===== src/rtl/control_sequencer.sv =====
// Multi-cycle instruction sequencer: fetches 16-bit instructions and drives the
// memory-block and datapath control inputs through FETCH/DECODE/EXEC/WB.
module control_sequencer #(
    parameter logic [7:0] PC_RESET = 8'h00
) (
    input  logic        CLK100MHZ,
    input  logic        RST,
    input  logic        start,
    input  logic [15:0] mb_data_out,
    input  logic        dp_zf_flag,
    output logic        mb_sel,
    output logic [7:0]  mb_pc_addr,
    output logic [7:0]  mb_cu_addr,
    output logic        mb_mem_read,
    output logic        mb_mem_write,
    output logic [7:0]  dp_imm,
    output logic [1:0]  dp_sel,
    output logic [3:0]  dp_write_addr,
    output logic        dp_write,
    output logic [3:0]  dp_a_addr,
    output logic        dp_a_read,
    output logic [3:0]  dp_b_addr,
    output logic        dp_b_read,
    output logic [3:0]  dp_alu_sel,
    output logic        busy,
    output logic        halted
);

    typedef enum logic [2:0] {
        IDLE,
        FETCH,
        DECODE,
        EXEC,
        WB,
        HALT
    } state_t;

    localparam logic [3:0] OP_LDI  = 4'h8;
    localparam logic [3:0] OP_LD   = 4'h9;
    localparam logic [3:0] OP_ST   = 4'hA;
    localparam logic [3:0] OP_JMP  = 4'hB;
    localparam logic [3:0] OP_JZ   = 4'hC;
    localparam logic [3:0] OP_HALT = 4'hF;

    state_t      state;
    logic [7:0]  pc;
    logic [15:0] ir;
    logic        z;

    logic [3:0]  new_op, new_rd, new_ra, new_rb;
    logic [7:0]  new_imm;
    logic [3:0]  ir_op, ir_rd, ir_ra, ir_rb;
    logic [7:0]  ir_imm;

    // DECODE looks at the incoming word to set up EXEC outputs one cycle early
    assign new_op  = mb_data_out[15:12];
    assign new_rd  = mb_data_out[11:8];
    assign new_ra  = mb_data_out[7:4];
    assign new_rb  = mb_data_out[3:0];
    assign new_imm = mb_data_out[7:0];

    assign ir_op  = ir[15:12];
    assign ir_rd  = ir[11:8];
    assign ir_ra  = ir[7:4];
    assign ir_rb  = ir[3:0];
    assign ir_imm = ir[7:0];

    assign mb_pc_addr = pc;

    // Outputs are registered: each branch sets the values for the state being entered
    always_ff @(posedge CLK100MHZ or posedge RST) begin
        if (RST) begin
            state         <= IDLE;
            pc            <= PC_RESET;
            ir            <= 16'h0000;
            z             <= 1'b0;
            mb_sel        <= 1'b0;
            mb_cu_addr    <= 8'h00;
            mb_mem_read   <= 1'b0;
            mb_mem_write  <= 1'b0;
            dp_imm        <= 8'h00;
            dp_sel        <= 2'd0;
            dp_write_addr <= 4'h0;
            dp_write      <= 1'b0;
            dp_a_addr     <= 4'h0;
            dp_a_read     <= 1'b0;
            dp_b_addr     <= 4'h0;
            dp_b_read     <= 1'b0;
            dp_alu_sel    <= 4'h0;
            busy          <= 1'b0;
            halted        <= 1'b0;
        end else begin
            mb_sel        <= 1'b0;
            mb_cu_addr    <= 8'h00;
            mb_mem_read   <= 1'b0;
            mb_mem_write  <= 1'b0;
            dp_imm        <= 8'h00;
            dp_sel        <= 2'd0;
            dp_write_addr <= 4'h0;
            dp_write      <= 1'b0;
            dp_a_addr     <= 4'h0;
            dp_a_read     <= 1'b0;
            dp_b_addr     <= 4'h0;
            dp_b_read     <= 1'b0;
            dp_alu_sel    <= 4'h0;
            busy          <= 1'b0;
            halted        <= 1'b0;

            case (state)
                IDLE: begin
                    if (start) begin
                        state       <= FETCH;
                        mb_mem_read <= 1'b1;
                        busy        <= 1'b1;
                    end
                end

                FETCH: begin
                    state <= DECODE;
                    busy  <= 1'b1;
                end

                DECODE: begin
                    ir    <= mb_data_out;
                    pc    <= pc + 8'd1;
                    state <= EXEC;
                    busy  <= 1'b1;
                    if (!new_op[3]) begin
                        dp_a_addr  <= new_ra;
                        dp_a_read  <= 1'b1;
                        dp_b_addr  <= new_rb;
                        dp_b_read  <= 1'b1;
                        dp_alu_sel <= {1'b0, new_op[2:0]};
                    end else begin
                        case (new_op)
                            OP_LDI: begin
                                dp_sel        <= 2'd0;
                                dp_imm        <= new_imm;
                                dp_write_addr <= new_rd;
                                dp_write      <= 1'b1;
                            end
                            OP_LD: begin
                                mb_sel      <= 1'b1;
                                mb_cu_addr  <= new_imm;
                                mb_mem_read <= 1'b1;
                            end
                            OP_ST: begin
                                dp_a_addr <= new_rd;
                                dp_a_read <= 1'b1;
                            end
                            default: begin
                            end
                        endcase
                    end
                end

                EXEC: begin
                    busy <= 1'b1;
                    if (!ir_op[3]) begin
                        state         <= WB;
                        dp_a_addr     <= ir_ra;
                        dp_a_read     <= 1'b1;
                        dp_b_addr     <= ir_rb;
                        dp_b_read     <= 1'b1;
                        dp_alu_sel    <= {1'b0, ir_op[2:0]};
                        dp_sel        <= 2'd2;
                        dp_write_addr <= ir_rd;
                        dp_write      <= 1'b1;
                    end else begin
                        case (ir_op)
                            OP_LD: begin
                                state         <= WB;
                                mb_sel        <= 1'b1;
                                mb_cu_addr    <= ir_imm;
                                mb_mem_read   <= 1'b1;
                                dp_sel        <= 2'd1;
                                dp_write_addr <= ir_rd;
                                dp_write      <= 1'b1;
                            end
                            OP_ST: begin
                                state        <= WB;
                                dp_a_addr    <= ir_rd;
                                dp_a_read    <= 1'b1;
                                mb_sel       <= 1'b1;
                                mb_cu_addr   <= ir_imm;
                                mb_mem_write <= 1'b1;
                            end
                            OP_HALT: begin
                                state  <= HALT;
                                busy   <= 1'b0;
                                halted <= 1'b1;
                            end
                            OP_JMP: begin
                                pc          <= ir_imm;
                                state       <= FETCH;
                                mb_mem_read <= 1'b1;
                            end
                            OP_JZ: begin
                                if (z) begin
                                    pc <= ir_imm;
                                end
                                state       <= FETCH;
                                mb_mem_read <= 1'b1;
                            end
                            default: begin
                                state       <= FETCH;
                                mb_mem_read <= 1'b1;
                            end
                        endcase
                    end
                end

                WB: begin
                    // Only ALU instructions reach WB with op[3] clear, so only they touch Z
                    if (!ir_op[3]) begin
                        z <= dp_zf_flag;
                    end
                    state       <= FETCH;
                    mb_mem_read <= 1'b1;
                    busy        <= 1'b1;
                end

                HALT: begin
                    halted <= 1'b1;
                end

                default: begin
                    state <= IDLE;
                end
            endcase
        end
    end

endmodule


===== config.mk =====
export PLATFORM = sky130hd
export DESIGN_NAME = control_sequencer
export DESIGN_NICKNAME = d
export VERILOG_FILES = /design/src/rtl/control_sequencer.sv
export SDC_FILE = /design/constraint.sdc
export NUM_CORES = 1
export LEC_CHECK = 0
export CORE_ASPECT_RATIO = 0.7
export CORE_MARGIN = 1
export CORE_UTILIZATION = 45
export CTS_CLUSTER_SIZE = 14
export DETAILED_ROUTE_END_ITERATION = 7
export GPL_TIMING_DRIVEN = 0
export PLACE_DENSITY = 0.73
export SLEW_MARGIN = 20
export SYNTH_ARGS = -nofsm -noshare
export SYNTH_HDL_FRONTEND = slang
export SYNTH_SLANG_ARGS = --single-unit

===== constraint.sdc =====
create_clock -name CLK100MHZ -period 2.1 [get_ports CLK100MHZ]
set_clock_uncertainty 0.2 [all_clocks]
set_input_delay 0.315 -clock CLK100MHZ [delete_from_list [all_inputs] [get_ports CLK100MHZ]]
set_output_delay 0.315 -clock CLK100MHZ [all_outputs]
set_load 0.05 [all_outputs]

After elaboration in Yosys (flattened, before gate mapping):

Cells that the tools add are included.

* flip-flop bits (word level): 70
* input bits: 20
* word-level logic and storage cells: 112

* $add $sub $neg: 1
* equal/unequal tests: 17
* muxes and demuxes: 65
* bitwise operators: 2
* reductions and logical operators: 8

Operators by type and width (count)
* 2-to-1 mux 8 bit: 9
* case mux 8 bit (2 select lines): 3
* 2-to-1 mux 4 bit: 10
* == test 4 bit (second input constant): 8
* 2-to-1 mux 1 bit: 24
* case mux 4 bit (2 select lines): 3
* case mux 3 bit (6 select lines): 1
* 2-to-1 mux 3 bit: 4
* case mux 3 bit (2 select lines): 2
* case mux 1 bit (2 select lines): 5
* adder 8 x 1 -> 8 bit (second input constant): 1
* == test 3 x 2 -> 1 bit (second input constant): 2
* == test 3 bit (second input constant): 2
* 2-to-1 mux 2 bit: 2
* != test 2 bit (second input constant): 2
* case mux 1 bit (4 select lines): 1
* AND reduction 2 bit: 2
* AND reduction 4 bit: 1
* OR reduction 2 bit: 2
* == test 3 x 1 -> 1 bit (second input constant): 1
* logical NOT 3 bit: 1
* != test 3 x 2 -> 1 bit (second input constant): 1
* != test 3 bit (second input constant): 1
* case mux 1 bit (3 select lines): 1
* other kinds (3): 4

Longest topological paths before layout:

* depth after elaboration: 5
* depth in mapped cells: 6

Least setup slack after synthesis:

No wires, ideal clock.

* path kind: flip-flop to flip-flop
* start point: register ir[13]
* end point: register pc[5] (netlist: mb_pc_addr[5])
* library setup time: 0.126 ns
* data arrival time: 1.551 ns
* required time: 1.774 ns
* path slack: 0.223 ns
* cell stages (with the launch flop): 6
* period minus slack after synthesis: 1.877 ns
* cell sequence: dfrtp_1 > clkbuf_1 > nor4bb_1 > o21ai_1 > a22o_1 > a221o_1

* longest elaborated chain between the ends: 4
* elaborated cells on any way between the ends: 8
* classes of those cells: eq/ne: 4; mux: 3; reduce/logical: 1

Ends and longest elaborated chain
* from (decl): line 47 `logic [15:0] ir;`
* from (signal assigned): line 124 `ir <= mb_data_out;`
* == test 4 bit: line 170 `case (ir_op)`
* case mux 8 bit (2 select lines): line 170
* 2-to-1 mux 8 bit: line 159 `if (!ir_op[3]) begin`
* case mux 8 bit (2 select lines): line 109 `case (state)`
* to (signal assigned): line 125 `pc <= pc + 8'd1;`
* to (signal assigned): line 194 `pc <= ir_imm;`
* to (signal assigned): line 200 `pc <= ir_imm;`
* to (decl): line 46 `logic [7:0] pc;`

Several ways; a longest one is shown, not always the timed one. The select of a mux whose other input is x is not followed.
A chain may end at the register's enable or synchronous reset.

Final worst setup path:

* start point: register state[0]
* end point: register dp_write_addr[2]

* longest elaborated chain between the ends: 2
* elaborated cells on any way between the ends: 3
* classes of those cells: eq/ne: 2; mux: 1

Ends and longest elaborated chain
* from (decl): line 45 `state_t state;`
* from (signal assigned): line 73 `state <= IDLE;`
* from (signal assigned): line 112 `state <= FETCH;`
* from (signal assigned): line 119 `state <= DECODE;`
* == test 3 x 2 -> 1 bit: line 109
* case mux 4 bit (2 select lines) (*): line 109
* to (signal assigned): line 139 `dp_write_addr <= new_rd;`
* to (signal assigned): line 167 `dp_write_addr <= ir_rd;`
* to (signal assigned): line 177 `dp_write_addr <= ir_rd;`
* to (decl): line 18 `output logic [3:0] dp_write_addr,`

Every way passes the cells marked *; elsewhere a longest branch is shown, timed or not.

==> summary.txt <==
Status
  – Outcome: finished clean

Clock network
  – Worst-skew pair later-pin latency: 0.35 ns
  – CTS Buffer Depth: 2
  – CTS tree: yes
  – Hold Buf Count CTS: 0
  – Root Buffer: clkbuf_8
  – Clock slew at reported path FFs: 0.07 ns
  – Total clock sinks: between 60 and 70
  – H-Tree Depth: 3
  – CTS buffer count: 9

Global route
  – Number of antenna violations at the first check in global routing: 0
  – GRT Residual Overflow: 0
  – First-pass GRT wire length: 11700 um
  – Tot GR Track Use: 22.4%
  – Vias in the first global route: around 2300
  – Pin count of the biggest net entering global routing: 28

Finish
  – Nets: between 300 and 400
  – Final Cell Area: between 4000 and 5000 um^2
  – Share of layout cells above drive strength 1: 13.4%
  – Ant diodes: 0
  – Area Growth Syn to Fin: 36.3%

Floorplan
  – FP Rows: 24
  – Chip height: 70.1 um
  – Ports: 70
  – Initial core utilization: 47.3%
  – Die area: 6960 um^2
  – CORE AREA: 6310 um^2
  – Die W: slightly below 100 um

Timing
  – Worst-Margin Slew: 0.577 ns
  – Worst setup margin: 0.0466 ns
  – Achievable clock frequency: just under 500 MHz
  – Final setup TNS: 0 ns
  – Hold Fails Final Rpt: 0
  – Final setup fails: 0
  – RSZ-0062 raised after global routing: true
  – Tcrit/Tclk final: a little over nine tenths
  – Tmin final: between 2 and 2.5 ns
  – Hold Slack: 0.138 ns
  – Fin. max-slew vios: 0
  – Rel. slew slack: 61.5%

Synthesis
  – Synth top area share: 57.9%
  – Prevailing post-synth register cell: dfrtp_1
  – Post-Syn Instances: 269
  – Synthesis Warnings: 0
  – Yosys reg bits: 69
  – Mapped cell area: 2980 um^2
  – Synth unique cells: 52
  – Async SR Flop Fraction: 100%
  – Number of synthesized flops with an enable pin: 0
  – Sequential element share of the synthesized area: 57.9%
  – Largest cells by area after synthesis: dfrtp_1 (58%), nand2_1 (5.8%), a22o_1 (5.6%)
  – Largest area contributor in the netlist: dfrtp_1
  – Syn avg cell area: 11.1 um^2
  – Net Count, Synth: 290

Power
  – Peak VDD IR: just under 0.0006 V
  – Clock share of power: 17.8%
  – Switching power: between 2 and 3 mW
  – Sw Ratio: about 45%
  – Seq pwr share: a little over a third
  – Pwr Density: 1450 nW/um^2
  – P_int: 3.25 mW
  – Combinational share of power: 46.9%
  – Static leakage: ~1.9 nW

Placement
  – Placed cell area: around 3800 um^2
  – HPWL Detailed: between 5000 and 6000 um
  – Setup WS pre-CTS: -0.453 ns
  – IO buf count: 68
  – RePlAce Congestion: between 0.8 and 0.9

Detailed routing
  – DRT Wirelength: 7130 um
  – Routed vias: 2366
  – First-iteration detailed-routing DRC count: a little under 200
  – DR WL/cell: 16.4 um
  – Routed Antenna Nets: 0
  – Drt first pass iters: 4
  – Vias per cell: 5.44
  – # DRC: 0

Worst setup path
  – Worst path arrival time: 2.14 ns
  – Crit-path cells: or3b_1 -> buf_4 -> nor4b_2 -> and2b_2 -> buf_6 -> a22o_1
  – Max incr delay on CP: ~0.45 ns
  – Startpoint Class: flop
  – Worst path required time: 2.18 ns
  – Reg2reg path depth: 6
  – Critical Path Fanout Max: 10
  – CP Class: flop to flop
  – Worst setup EP type: flop
  – Worst path slowest cell: dfrtp_1

Run
  – Max Cap Violations: 0

Worst hold path
  – Min-Delay Path Class: primary input to async pin
[repair_timing]
item | 4_1_cts | 5_1_grt
gates cloned | 0 | 0
buffers inserted | 0 | 3
endpoints found under the hold margin | 0 | 0
resized for setup | 12 | 12
pin swaps | 1 | 2
endpoints found under the setup margin | 27 | 39
[critical path, delay by kind of cell (launching register included)]
family          cells  cell delay [ns]
simple gates        3             0.87
buf+inv             2             0.33
flops               1             0.45
compound gates      1             0.14
[layout by cell type, fill, tap and decap left out, types with 5 or more instances in the layout]
| cell type | count |
|---|---|
| buf_2 | 6 |
| dfrtp_1 | 68 |
| clkdlybuf4s50_1 | 60 |
| a22o_1 | 19 |
| nor2_1 | 11 |
| dlygate4sd2_1 | 8 |
| a21oi_1 | 5 |
| nand3_1 | 7 |
| and2_1 | 11 |
| mux2i_1 | 9 |
| buf_4 | 5 |
| nand2_1 | 46 |
| clkbuf_8 | 9 |
[power groups by stage]
stage,Sequential (mW),Clock (mW),Combinational (mW)
floorplan,2.72,0,1.23
global placement,2.04,0,2.70
detailed placement,2.05,0,2.76
CTS,2.03,1.06,2.74
global route,2.12,1.11,2.97
finish,2.07,1.05,2.76
[flip-flops by register name, indices dropped and copies added, names as in the netlist, 2 cells and up]
name and count:
dp_a_addr 4, mb_pc_addr 8, state 3, dp_alu_sel 3
dp_imm 8, ir 16, dp_write_addr 4, mb_cu_addr 8
dp_sel 2, dp_b_addr 4
[metal layers]
layer / vias up / GRT usage (%) / share of wire [%]
li1: 1117 / - / -
met1: 1156 / 31.1 / 46
met2: 83 / 34.6 / 46
met3: 10 / 5.71 / 6.1
met4: 0 / 7.35 / 1.4
met5: - / 0 / 0
[layout make-up]
class                   count  area, um^2
plain buffers              16        86.3
multi-input cells         179        1200
well taps                  78        97.6
repair buffers             73         741
fillers                   478        2240
clock buffers              10         128
inverters                   4        18.8
flip-flops and latches     69        1730
clock inverters             6        63.8
[logic make-up (layout without fill, tap and decap cells)]
| family | after synthesis | count (layout) | share of synthesized area [%] |
|---|---|---|---|
| flip-flops | 69 | 69 | 57.9 |
| multiplexers | 10 | 10 | 3.40 |
| adder cells (fa/ha/maj) | 1 | 1 | 0.420 |
| other | 1 | 1 | 0.126 |
| XOR/XNOR | 7 | 7 | 2.06 |
| buffers and inverters | 21 | 109 | 3.40 |
| AND/OR/NAND/NOR | 108 | 108 | 19.0 |
| AO/OA/AOI/OAI | 52 | 52 | 13.7 |
[metrics by stage]
stage | cells | util (%) | power, mW
after floorplan | 269 | - | 3.95
after global placement | 415 | 59.7 | 4.75
after detailed placement | 417 | 60.4 | 4.81
after CTS | 433 | 63.6 | 5.84
after global routing | 435 | 64.4 | 6.20
final | 435 | 64.4 | 5.88
[cell usage after synthesis (2+ instances only)]
library cell / count
or2_2: 3
xor2_1: 4
buf_4: 2
dfrtp_1: 69
and2_1: 11
nand3_1: 7
nor3_1: 2
mux2i_1: 9
a22oi_1: 4
o21ai_0: 3
a21oi_1: 5
nor4bb_1: 2
o22ai_1: 2
nor3b_1: 3
nand2_1: 46
inv_1: 4
clkbuf_1: 7
o2bb2ai_1: 2
o21a_1: 2
nor2b_1: 4
a22o_1: 19
buf_2: 6
nor2_1: 14
xnor2_1: 3
nand4_1: 2
or3_1: 2
nand2b_1: 2
a221o_1: 4
o211ai_1: 3
[worst paths after layout]
path | slack (ns) | end | start
min in group CLK100MHZ | 0.32 | z | z
max in group asynchronous | 1.08 | halted | RST
setup / recovery | 0.05 | dp_write_addr[2] | state[0]
hold reg to reg | 0.32 | z | z
hold / removal | 0.14 | dp_imm[4] | RST
setup reg to reg | 0.05 | dp_write_addr[2] | state[0]
(Power assumes the default switching activity.)
